**src/rtl/pac_move_ctrl.sv**
```systemverilog
`default_nettype none
// ============================================================================
// Module   : pac_move_ctrl
// Brief    : Pacman movement initiator. On each move_tick it probes the
//            collision responder (turn first if a new direction is pending,
//            then forward). It then commits one STEP-pixel move and updates the
//            facing direction.
// Options  : define TUNNEL_WRAP_EN to enable the side-tunnel wrap on row
//            TUNNEL_Y (x == TUNNEL_L <-> x == TUNNEL_R).
// Revision : 1.0 - initial release
// ============================================================================
module pac_move_ctrl #(
    parameter int STEP     = 8,
    parameter int START_X  = 312,
    parameter int START_Y  = 344,
    parameter int TIMEOUT  = 15
`ifdef TUNNEL_WRAP_EN
    ,
    parameter int TUNNEL_Y = 232,
    parameter int TUNNEL_L = 0,
    parameter int TUNNEL_R = 632
`endif
) (
    input  logic       clk,
    input  logic       rst,
    input  logic       move_tick,
    input  logic       key_valid,
    input  logic [1:0] key_dir,
    output logic       probe_valid,
    output logic [9:0] probe_x,
    output logic [8:0] probe_y,
    output logic [1:0] probe_dir,
    input  logic       probe_done,
    input  logic       probe_ok,
    output logic [9:0] pac_x,
    output logic [8:0] pac_y,
    output logic [1:0] pac_dir,
    output logic       moved,
    output logic       blocked,
    output logic       overrun,
    output logic       busy
);

    localparam logic [9:0] c_step_x       = 10'(STEP);
    localparam logic [8:0] c_step_y       = 9'(STEP);
    localparam logic [9:0] c_start_x      = 10'(START_X);
    localparam logic [8:0] c_start_y      = 9'(START_Y);
    localparam logic [3:0] c_timeout_last = 4'(TIMEOUT - 1);
    localparam logic [1:0] c_dir_up       = 2'b00;
    localparam logic [1:0] c_dir_down     = 2'b01;
    localparam logic [1:0] c_dir_left     = 2'b10;
`ifdef TUNNEL_WRAP_EN
    localparam logic [1:0] c_dir_right    = 2'b11;
    localparam logic [8:0] c_tunnel_y     = 9'(TUNNEL_Y);
    localparam logic [9:0] c_tunnel_l     = 10'(TUNNEL_L);
    localparam logic [9:0] c_tunnel_r     = 10'(TUNNEL_R);
`endif

    typedef enum logic [1:0] {
        S_IDLE     = 2'd0,
        S_REQ_TURN = 2'd1,
        S_REQ_FWD  = 2'd2,
        S_COMMIT   = 2'd3
    } state_t;

    state_t     r_state;
    logic [1:0] r_pend_dir;
    logic       r_pend_valid;
    logic [3:0] r_cnt;

    logic [9:0] w_next_x;
    logic [8:0] w_next_y;
    logic       w_timeout;

    // The probe always asks about the cell adjacent to the committed position.
    assign probe_x   = pac_x;
    assign probe_y   = pac_y;

    // The wait counter holds TIMEOUT-1 during the last cycle a request may stay up.
    assign w_timeout = (r_cnt == c_timeout_last);

    // Position one step ahead in the facing direction (wraps naturally).
    always_comb begin
        w_next_x = pac_x;
        w_next_y = pac_y;
        case (pac_dir)
            c_dir_up:   w_next_y = pac_y - c_step_y;
            c_dir_down: w_next_y = pac_y + c_step_y;
            c_dir_left: w_next_x = pac_x - c_step_x;
            default:    w_next_x = pac_x + c_step_x;
        endcase
`ifdef TUNNEL_WRAP_EN
        if (pac_y == c_tunnel_y) begin
            if ((pac_dir == c_dir_left) && (pac_x == c_tunnel_l)) begin
                w_next_x = c_tunnel_r;
            end else if ((pac_dir == c_dir_right) && (pac_x == c_tunnel_r)) begin
                w_next_x = c_tunnel_l;
            end
        end
`endif
    end

    // Movement FSM, pending-direction latch and all registered outputs.
    always_ff @(posedge clk) begin
        if (rst) begin
            r_state      <= S_IDLE;
            r_pend_valid <= 1'b0;
            r_pend_dir   <= 2'b00;
            r_cnt        <= 4'd0;
            pac_x        <= c_start_x;
            pac_y        <= c_start_y;
            pac_dir      <= c_dir_left;
            probe_valid  <= 1'b0;
            probe_dir    <= c_dir_left;
            moved        <= 1'b0;
            blocked      <= 1'b0;
            overrun      <= 1'b0;
            busy         <= 1'b0;
        end else begin
            moved   <= 1'b0;
            blocked <= 1'b0;
            overrun <= move_tick && (r_state != S_IDLE);

            case (r_state)
                S_IDLE: begin
                    if (move_tick) begin
                        busy        <= 1'b1;
                        probe_valid <= 1'b1;
                        r_cnt       <= 4'd0;
                        if (r_pend_valid && (r_pend_dir != pac_dir)) begin
                            r_state   <= S_REQ_TURN;
                            probe_dir <= r_pend_dir;
                        end else begin
                            // A pending key equal to the facing is simply consumed.
                            r_state      <= S_REQ_FWD;
                            probe_dir    <= pac_dir;
                            r_pend_valid <= 1'b0;
                        end
                    end
                end

                S_REQ_TURN: begin
                    // probe_dir holds the turn direction latched at request time.
                    if (probe_done) begin
                        probe_valid <= 1'b0;
                        if (probe_ok) begin
                            pac_dir      <= probe_dir;
                            r_pend_valid <= 1'b0;
                            r_state      <= S_COMMIT;
                        end else begin
                            r_state <= S_REQ_FWD;
                        end
                    end else if (w_timeout) begin
                        probe_valid <= 1'b0;
                        r_state     <= S_REQ_FWD;
                    end else begin
                        r_cnt <= r_cnt + 4'd1;
                    end
                end

                S_REQ_FWD: begin
                    if (!probe_valid) begin
                        // Gap cycle after a failed turn: raise a fresh request.
                        probe_valid <= 1'b1;
                        probe_dir   <= pac_dir;
                        r_cnt       <= 4'd0;
                    end else if (probe_done) begin
                        probe_valid <= 1'b0;
                        if (probe_ok) begin
                            r_state <= S_COMMIT;
                        end else begin
                            blocked <= 1'b1;
                            busy    <= 1'b0;
                            r_state <= S_IDLE;
                        end
                    end else if (w_timeout) begin
                        probe_valid <= 1'b0;
                        blocked     <= 1'b1;
                        busy        <= 1'b0;
                        r_state     <= S_IDLE;
                    end else begin
                        r_cnt <= r_cnt + 4'd1;
                    end
                end

                S_COMMIT: begin
                    pac_x   <= w_next_x;
                    pac_y   <= w_next_y;
                    moved   <= 1'b1;
                    busy    <= 1'b0;
                    r_state <= S_IDLE;
                end
            endcase

            // A fresh key always wins over the FSM consuming the pending direction.
            if (key_valid) begin
                r_pend_dir   <= key_dir;
                r_pend_valid <= 1'b1;
            end
        end
    end

endmodule
`default_nettype wire

```
**config.mk**
```make
export PLATFORM = sky130hd
export DESIGN_NAME = pac_move_ctrl
export DESIGN_NICKNAME = d
export VERILOG_FILES = /design/src/rtl/pac_move_ctrl.sv
export SDC_FILE = /design/constraint.sdc
export NUM_CORES = 1
export LEC_CHECK = 0
export ABC_AREA = 1
export CAP_MARGIN = 20
export CELL_PAD_IN_SITES_DETAIL_PLACEMENT = 1
export CELL_PAD_IN_SITES_GLOBAL_PLACEMENT = 2
export CORE_ASPECT_RATIO = 0.9
export CORE_MARGIN = 2
export CORE_UTILIZATION = 25
export DETAILED_ROUTE_END_ITERATION = 16
export GPL_TIMING_DRIVEN = 0
export PLACE_DENSITY_LB_ADDON = 0.1
export SYNTH_ARGS = -nofsm -noshare
export SYNTH_HDL_FRONTEND = slang
export SYNTH_SLANG_ARGS = --single-unit
export TNS_END_PERCENT = 1
```
**constraint.sdc**
```tcl
create_clock -name clk -period 3.1 [get_ports clk]
set_input_delay 0.62 -clock clk [delete_from_list [all_inputs] [get_ports clk]]
set_output_delay 0.62 -clock clk [all_outputs]
set_load 0.02 [all_outputs]
```
Yosys cells after proc, flatten, opt, wreduce, memory -nomap -nowiden. Cells that the tools add are included. W data, S select, Z words.

Add/subtract/negate cells: 5. Equality and inequality tests: 17. Multiplexer cells: 42. Bitwise gates (word level): 3. Reduce and logical (&&, ||, !) cells: 21.

Operator list (count): $mux W2 (11); $ne A3 B3 Y1 const B (7); $pmux W10 S2 (1); $mux W1 (19); $pmux W9 S2 (1); $mux W4 (4); $pmux W4 S3 (1); $add A10 B4 Y10 const B (1); $reduce_and A5 Y1 (2); $sub A10 B4 Y10 const B (1); $add A9 B4 Y9 const B (1); $reduce_and A3 Y1 (3); $reduce_bool A3 Y1 (3); $sub A9 B4 Y9 const B (1); $pmux W2 S4 (1); $eq A2 B2 Y1 const B (3); $ne A2 B2 Y1 const B (3); $pmux W1 S3 (2); $reduce_and A2 Y1 (3); $reduce_bool A2 Y1 (3); $add A4 B1 Y4 const B (1); $eq A2 B1 Y1 const B (2); $eq A4 B4 Y1 const B (1); $logic_not A2 Y1 (2); other kinds (8) (11).

Flip-flop bits (word level): 37. Output and inout bits: 47. Logic and storage cells: 101.

Longest topological paths before layout. Gate-level depths: netlist of run 1.

Depth in word-level cells: 6. Mapped depth: 15. Gate-level depth less buffers: 14.

Worst setup path before layout of run 1. Ideal clock, no wire load.

Path kind: register to register. Start point: register pac_dir[0]. End point: register pac_y[8]. Setup time: 131 ps. Arrival: 1721 ps. Slack: 1248 ps. Cell stages (with the launch flop): 10. Buffers on the path: 0. Clock period less this slack: 1852 ps. Cells stage by stage: dfxtp_1 > nand2_1 > ha_1 > nand3_1 > nand2_1 > nand2_1 > a21oi_1 > xnor2_1 > nand2_1 > nand3_1.

Word-level cells in the longest chain between the ends: 3. Elaborated cells on any way between the ends: 5. Those cells by class: 1 x eq/ne; 1 x mux; 3 x reduce/logical.

RTL lines: from (decl) (line 37) `output logic [1:0] pac_dir,`; from (signal assigned) (line 112) `pac_dir <= c_dir_left;`; from (signal assigned) (line 147) `pac_dir <= probe_dir;`; $eq A2 B1 Y1 or $logic_not A2 Y1 (tied branches) (line 86) `case (pac_dir)`; $reduce_bool A2 Y1 (no line); $reduce_and A2 Y1 (no line); to (signal assigned) (line 111) `pac_y <= c_start_y;`; to (signal assigned) (line 188) `pac_y <= w_next_y;`; to (decl) (line 36) `output logic [8:0] pac_y,`.

Several ways; a longest one is shown, not always the timed one. A chain may end at the register's enable or synchronous reset.

Worst setup path after layout of run 1.
Start point: register pac_dir[0]. End point: output pac_dir[0].

No word-level cell between the ends.

==> results of run 1 <==
==> kinds of logic (layout without fill, tap and decap cells) <==
group | count (synthesis) | after routing | share of synthesized area
xor gates and xnor gates | 12 | 12 | 0.0517
and+or+nand+nor | 104 | 104 | 0.223
adders and majority gates | 13 | 13 | 0.0837
buffers and inverters | 66 | 115 | 0.173
AOI/OAI and AO/OA | 59 | 59 | 0.161
other | 1 | 12 | 0.00185
DFF | 31 | 31 | 0.305
==> synth_stat cells <==
| master | n |
|---|---|
| a211oi_1 | 2 |
| a21o_1 | 1 |
| a21oi_1 | 19 |
| a21oi_2 | 1 |
| a31oi_1 | 4 |
| buf_4 | 25 |
| buf_6 | 1 |
| clkbuf_1 | 3 |
| conb_1 | 1 |
| dfxtp_1 | 31 |
| fa_1 | 1 |
| ha_1 | 12 |
| inv_1 | 33 |
| inv_2 | 3 |
| inv_4 | 1 |
| nand2_1 | 57 |
| nand2_2 | 2 |
| nand2_8 | 1 |
| nand3_1 | 17 |
| nand3_2 | 2 |
| nor2_1 | 21 |
| nor2_2 | 1 |
| nor3_1 | 2 |
| nor4_1 | 1 |
| o211ai_1 | 5 |
| o21ai_0 | 22 |
| o21ai_1 | 4 |
| o221ai_1 | 1 |
| xnor2_1 | 4 |
| xor2_1 | 8 |
==> how the worst max path moves through the flow <==
stage | end
global placement | r_state[0]$_SDFFE_PP0P_
finish | pac_dir[0]
global route | pac_y[8]$_SDFFE_PP1P_
detailed placement | r_state[0]$_SDFFE_PP0P_
floorplan | pac_y[8]$_SDFFE_PP1P_
CTS | pac_dir[0]
==> flip-flops by register name, indices dropped and copies added, names as in the netlist <==
| signal | cells |
|---|---|
| pac_x | 7 |
| r_pend_valid | 1 |
| r_state | 2 |
| r_pend_dir | 2 |
| blocked | 1 |
| overrun | 1 |
| moved | 1 |
| probe_dir | 2 |
| pac_y | 6 |
| pac_dir | 2 |
| r_cnt | 4 |
| probe_valid | 1 |
| busy | 1 |
==> power groups by stage <==
stage	registers, uW	clock network (uW)	logic [uW]
2_1_floorplan	571	0	487
3_3_place_gp	538	0	765
3_5_place_dp	541	0	769
4_1_cts	532	508	773
5_1_grt	540	526	864
6_report	529	495	759
==> metal layers <==
layer | global-route usage | vias to the layer above | wire (um)
li1 | - | 1007 | -
met1 | 0.176 | 886 | 2750
met2 | 0.215 | 33 | 2500
met3 | 0.0328 | 4 | 243
met4 | 0.0336 | 0 | 45
met5 | 0 | - | 0
==> metrics by stage <==
step / utilization / cell area, um^2 / instances / hold WS, ns
6_report: 0.345 / 2740 / 445 / 0.477
2_1_floorplan: - / 2070 / 297 / 0.456
5_1_grt: 0.345 / 2740 / 445 / 0.504
3_5_place_dp: 0.328 / 2610 / 437 / 0.483
4_1_cts: 0.345 / 2740 / 445 / 0.489
3_3_place_gp: 0.328 / 2610 / 437 / 0.476
==> cell usage in the layout (no fill, tap or decap) <==
master and count:
a21oi_1 19, o211ai_1 5, buf_4 25, ha_1 12, a21oi_2 1, clkbuf_8 5, a31oi_1 4, conb_1 12
nor2_2 1, bufinv_16 2, fa_1 1, o221ai_1 1, nand3_2 2, inv_2 3, a211oi_1 2, inv_4 1
inv_1 33, dfxtp_1 31, nand2_1 57, o21ai_0 22, clkbuf_1 4, nand2_8 1, clkdlybuf4s50_1 41, buf_6 1
nor3_1 2, nor2_1 21, xnor2_1 4, nor4_1 1, nand2_2 2, a21o_1 1, nand3_1 17, xor2_1 8
o21ai_1 4
==> final cells by class <==
cell class | count | area share
Clock buffer | 6 | 0.0265
Inverter | 37 | 0.0516
Multi-Input combinational cell | 200 | 0.402
Sequential cell | 31 | 0.226
Clock inverter | 2 | 0.0219
Tap cell | 99 | 0.0452
Buffer | 29 | 0.0767
Timing Repair Buffer | 41 | 0.150
==> results.md, run 1 <==
* Status: finished clean
* Period utilization at 0.692
* Grt ovf at 0
* Hold Path Class: reg2reg
* Delay-heaviest family, CP: buffers and inverters
* Comb power frac at 0.426
* Reg area at 621 um^2
* Vias in the first global route at 1,920
* Post-DRT Antenna Nets at 0
* Layout cell share with drive strength beyond 1 at 0.127
* Power share of the clock group at 0.277
* Min-Delay Endpoint: pac_dir[0]$_SDFFE_PP0P_
* Max rail drop VDD at 169 uV
* R2R cell count at 9
* RR Startpoint: pac_dir[0]$_SDFFE_PP0P_
* DP Worst Slack at 0.931 ns
* Flop pwr share at 0.297
* Slowest cell on the critical path: clkdlybuf4s50_1
* Worst-path clk slew at 0.08 ns
* Sw power at 700 uW
* Routed via count at 1,930
* Critical R2R Capture: pac_y[8]$_SDFFE_PP1P_
* Synth area leader: dfxtp_1
* Int Pwr at 1080 uW
* Maximum buffer depth of the clock tree at 2
* Initial antenna violation count at 0
* Critical Path Max Stage Delay at 0.69 ns
* Yosys reg bits at 31
* Maximum net fanout on the critical path at 7
* Max Cap Viol at 0
* Fmax at 466 MHz
* Yosys top cell area share at 0.305
* Final setup fails at 0
* Final-stage net count at 366
* Yosys warning count at 0
* Hold Startpoint: probe_dir[0]$_SDFFE_PP0P_
* Total clock sinks at 31
* Fillcell total at 1,001
* Cts bufs inserted at 5
* CP arrival at 1.52 ns
* Post-synthesis sequential area ratio at 0.305
* Distinct cells, synth at 30
* CP startpoint: pac_dir[0]$_SDFFE_PP0P_
* RD Place Congestion at 0.767
* Core ar. at 0.00795 mm^2
* Critical-path cell list: clkdlybuf4s50_1
* CP Buf/Inv Count at 1
* # IOs at 55
* Max_slew headroom at 0.562
* DRT iter0 DRCs at 65
* Setup Skew at 0.00668 ns
* Lkg Pwr at 0.00130 uW
* Switching Share at 0.392
* Hold Fails Final Rpt at 0
* Die height at 89.5 um
* Power Dens Cells at 651 mW/mm^2
* Setup slack, reg-to-reg at 1.08 ns
* Slew Limit Fails at 0
* Clock root buffer: clkbuf_8
* Largest net degree at the start of global routing at 11
* Die area at 0.00887 mm^2
* WL per Instance at 12.5 um
* Mean Syn Cell Area at 7.10 um^2
* Die X at 99.0 um
* Hold buffers post-CTS at 0
* RSZ-0062 raised after global routing: no
* Antenna diode count at 0
* Residual DRC at 0
* Hold path cells at 2
* DR pass1 iterations at 4
* DP HPWL at 4290 um
* Area contributors post-synth: dfxtp_1 31%, nand2_1 11%, buf_4 9.2%
* Input/output buffers at 41
* Total power at 1780 uW
* Initial Utilization at 0.256
* CP endpoint kind: output port
* Post-CTS setup buffers at 0
* Total negative slack at 0 ns
* Mapped Cells at 286
* # resized after CTS at 0
* WP depth at 1
* Minimum clock period at 2.14 ns
* Synthesized area at 0.00203 mm^2
* Measured slew at the worst slew-check pin at 0.657 ns
* DR vias/cell at 4.34
* Layout area overhead at 34.9%
* GRT Resource Usage Total at 0.132
* Final wirelength at 5540 um
* Htree depth at 2
* Clock latency on the worst-skew pair at 0.29 ns
* WP data required at 2.48 ns
* Setup CP Type: reg2out
* Min setup slack post-route at 0.956 ns
* Multi-input logic area at 0.00110 mm^2
* CTS tree: done
* Startpoint Class: flip-flop
* First-pass GRT wire length at 9340 um
* Rows at 31
(Power assumes the default switching activity.)
==> inputs of run 2 (changes only) <==
CORE_UTILIZATION = 24   (was 25)
clock period = 1.7 ns   (was 3.1 ns; I/O delays follow)
==> results.md, run 2 (synthesized netlist as in run 1, its figures left out) <==
* DR pass1 iterations at 4 (unchanged)
* Critical Path Max Stage Delay at 0.36 ns (was 0.69 ns)
* Largest Register: pac_x (unchanged)
* Failing checks: negative setup slack
* Residual DRC at 0 (unchanged)
* Period utilization at 1.02
* Largest net degree at the start of global routing at 12 (was 11)
* Setup Skew at 0.0143 ns (was 0.00668 ns)
* Post-DRT Antenna Nets at 0 (unchanged)
* Cts bufs inserted at 5 (unchanged)
* Fmax at 576 MHz
* Placed cell count at 437 (unchanged)
* Finished Cell Area at 0.00282 mm^2 (was 0.00274 mm^2)
* Number of flip-flops in the largest register at 7 (unchanged)
* Htree depth at 2 (unchanged)
* Die area at 0.00922 mm^2 (was 0.00887 mm^2)
* Final-stage net count at 367 (was 366)
* Layout cell share with drive strength beyond 1 at 0.248 (was 0.127)
* Total clock sinks at 31 (unchanged)
* Slowest cell on the critical path: dfxtp_4 (was clkdlybuf4s50_1)
* CP Buf/Inv Count at 2 (was 1)
* Final wirelength at 5620 um (was 5540 um)
* Startpoint Class: flip-flop (unchanged)
* Maximum buffer depth of the clock tree at 2 (unchanged)
* Measured slew at the worst slew-check pin at 0.608 ns (was 0.657 ns)
* Rows at 31 (unchanged)
* Hold Path Class: reg2reg (unchanged)
* Antenna diode count at 0 (unchanged)
* Critical-path cell list: buf_12 > inv_4 > nand2_4 > ha_4 > nand3_1 > nand2_2 > nand2_2 > a21oi_2 > xnor2_1 > nand2_1 > nand3_1 (was clkdlybuf4s50_1)
* Grt ovf at 0 (unchanged)
* Core ar. at 0.00815 mm^2 (was 0.00795 mm^2)
* Routed via count at 1,943 (was 1,930)
* Lkg Pwr at 0.00136 uW (was 0.00130 uW)
* WL per Instance at 12.6 um (was 12.5 um)
* WP data required at 1.85 ns (was 2.48 ns)
* CP endpoint kind: flip-flop (was output port)
* GRT Resource Usage Total at 0.131 (was 0.132)
* CTS tree: done (unchanged)
* Hold Fails Final Rpt at 0 (unchanged)
* Layout area overhead at 39.0% (was 34.9%)
* DRT iter0 DRCs at 52 (was 65)
* Final setup fails at 1 (was 0)
* Maximum net fanout on the critical path at 9 (was 7)
* Initial Utilization at 0.249 (was 0.256)
* Die X at 101 um (was 99.0 um)
* Input/output buffers at 41 (unchanged)
* DP HPWL at 4370 um (was 4290 um)
* Clock root buffer: clkbuf_8 (unchanged)
* Min setup slack post-route at -0.0369 ns (was 0.956 ns)
* Fillcell total at 1,018 (was 1,001)
* Most common cell after layout, fill and taps aside: nand2_1 (unchanged)
* Max_slew headroom at 0.595 (was 0.562)
* CP arrival at 1.89 ns (was 1.52 ns)
* Initial antenna violation count at 0 (unchanged)
* Clock latency on the worst-skew pair at 0.29 ns (about the same)
* Max Cap Viol at 0 (unchanged)
* Non-Filler Instances at 446 (was 445)
* Delay-heaviest family, CP: simple AND/OR/NAND/NOR gates (was buffers and inverters)
* Minimum clock period at 1.74 ns
* # IOs at 55 (unchanged)
* Vias in the first global route at 1,948 (was 1,920)
* Most frequent cells in the layout: 52 x nand2_1, 39 x buf_4, 32 x inv_1 (was 57 x nand2_1, 41 x clkdlybuf4s50_1, 33 x inv_1)
* Setup CP Type: reg2reg (was reg2out)
* Die height at 91.3 um (was 89.5 um)
* First-pass GRT wire length at 9680 um (was 9340 um)
* RSZ-0062 raised after global routing: yes (was no)
* Largest registers: pac_x: 7 flops, pac_y: 6 flops, r_cnt: 4 flops (unchanged)
* Placed Area at 0.00263 mm^2 (was 0.00261 mm^2)
* Total negative slack at -0.0369 ns (was 0 ns)
* Max rail drop VDD at 295 uV (was 169 uV)
* RD Place Congestion at 0.762 (was 0.767)
* Status: complete, but fails checks (was finished clean)
* Power Dens Cells at 1130 mW/mm^2 (was 651 mW/mm^2)
* DR vias/cell at 4.36 (was 4.34)
* Slew Limit Fails at 0 (unchanged)
* Worst-path clk slew at 0.08 ns (about the same)
* Layout Utilization at 0.347 (was 0.345)
[run 2: through the flow]
stage                     hold WS [ns]  setup slack, ns  total power (uW)
after floorplan                  0.456           0.0349              1930
after global placement           0.469           -0.162              2380
after detailed placement         0.479           -0.191              2390
after CTS                        0.489          -0.0365              3190
after global routing             0.505           -0.174              3490
final                            0.482          -0.0369              3200
[run 2: worst paths after layout]
check	startpoint	to	slack (ns)	depth (start not counted)
setup / recovery	pac_dir[1]$_SDFFE_PP1P_	pac_y[8]$_SDFFE_PP1P_	-0.04	11
hold / removal	probe_dir[0]$_SDFFE_PP0P_	pac_dir[0]$_SDFFE_PP0P_	0.48	2
setup reg to reg	pac_dir[1]$_SDFFE_PP1P_	pac_y[8]$_SDFFE_PP1P_	-0.04	11
hold reg to reg	probe_dir[0]$_SDFFE_PP0P_	pac_dir[0]$_SDFFE_PP0P_	0.48	2
[run 2: timing repair]
item                       CTS  global route
setup buffers                0             1
pin swaps                    4             2
hold buffers                 0             0
gates resized for setup     32            23
setup endpoints to repair   32            23
[run 2: tightest hold or removal path: cells and delay by family (launching register included)]
kind	cells	cell delay [ns]
AOI/OAI and AO/OA	1	0.05
DFF	1	0.34
buffers and inverters	1	0.06
[run 2: area by class of cell]
| type | count | area [um^2] | area share |
|---|---|---|---|
| Clock inverter | 3 | 43.8 | 0.0155 |
| Buffer | 29 | 219 | 0.0775 |
| Sequential cell | 31 | 636 | 0.225 |
| Tap cell | 99 | 124 | 0.0439 |
| Timing Repair Buffer | 42 | 402 | 0.142 |
| Clock buffer | 5 | 68.8 | 0.0244 |
| Multi-Input combinational cell | 200 | 1190 | 0.420 |
| Inverter | 37 | 144 | 0.0510 |
[run 2: per-layer routing]
metal	part of all wire	track usage	up-vias
met1	0.52	0.183	888
met4	0.0091	0.0304	0
met2	0.43	0.204	37
met3	0.045	0.0293	5
met5	0	0	-
li1	-	-	1013
[run 2: power by group]
part           internal [uW]  leakage, uW  switching [uW]
clock                    437    0.0000581             322
combinational            586      0.00105             881
sequential               849     0.000255             125
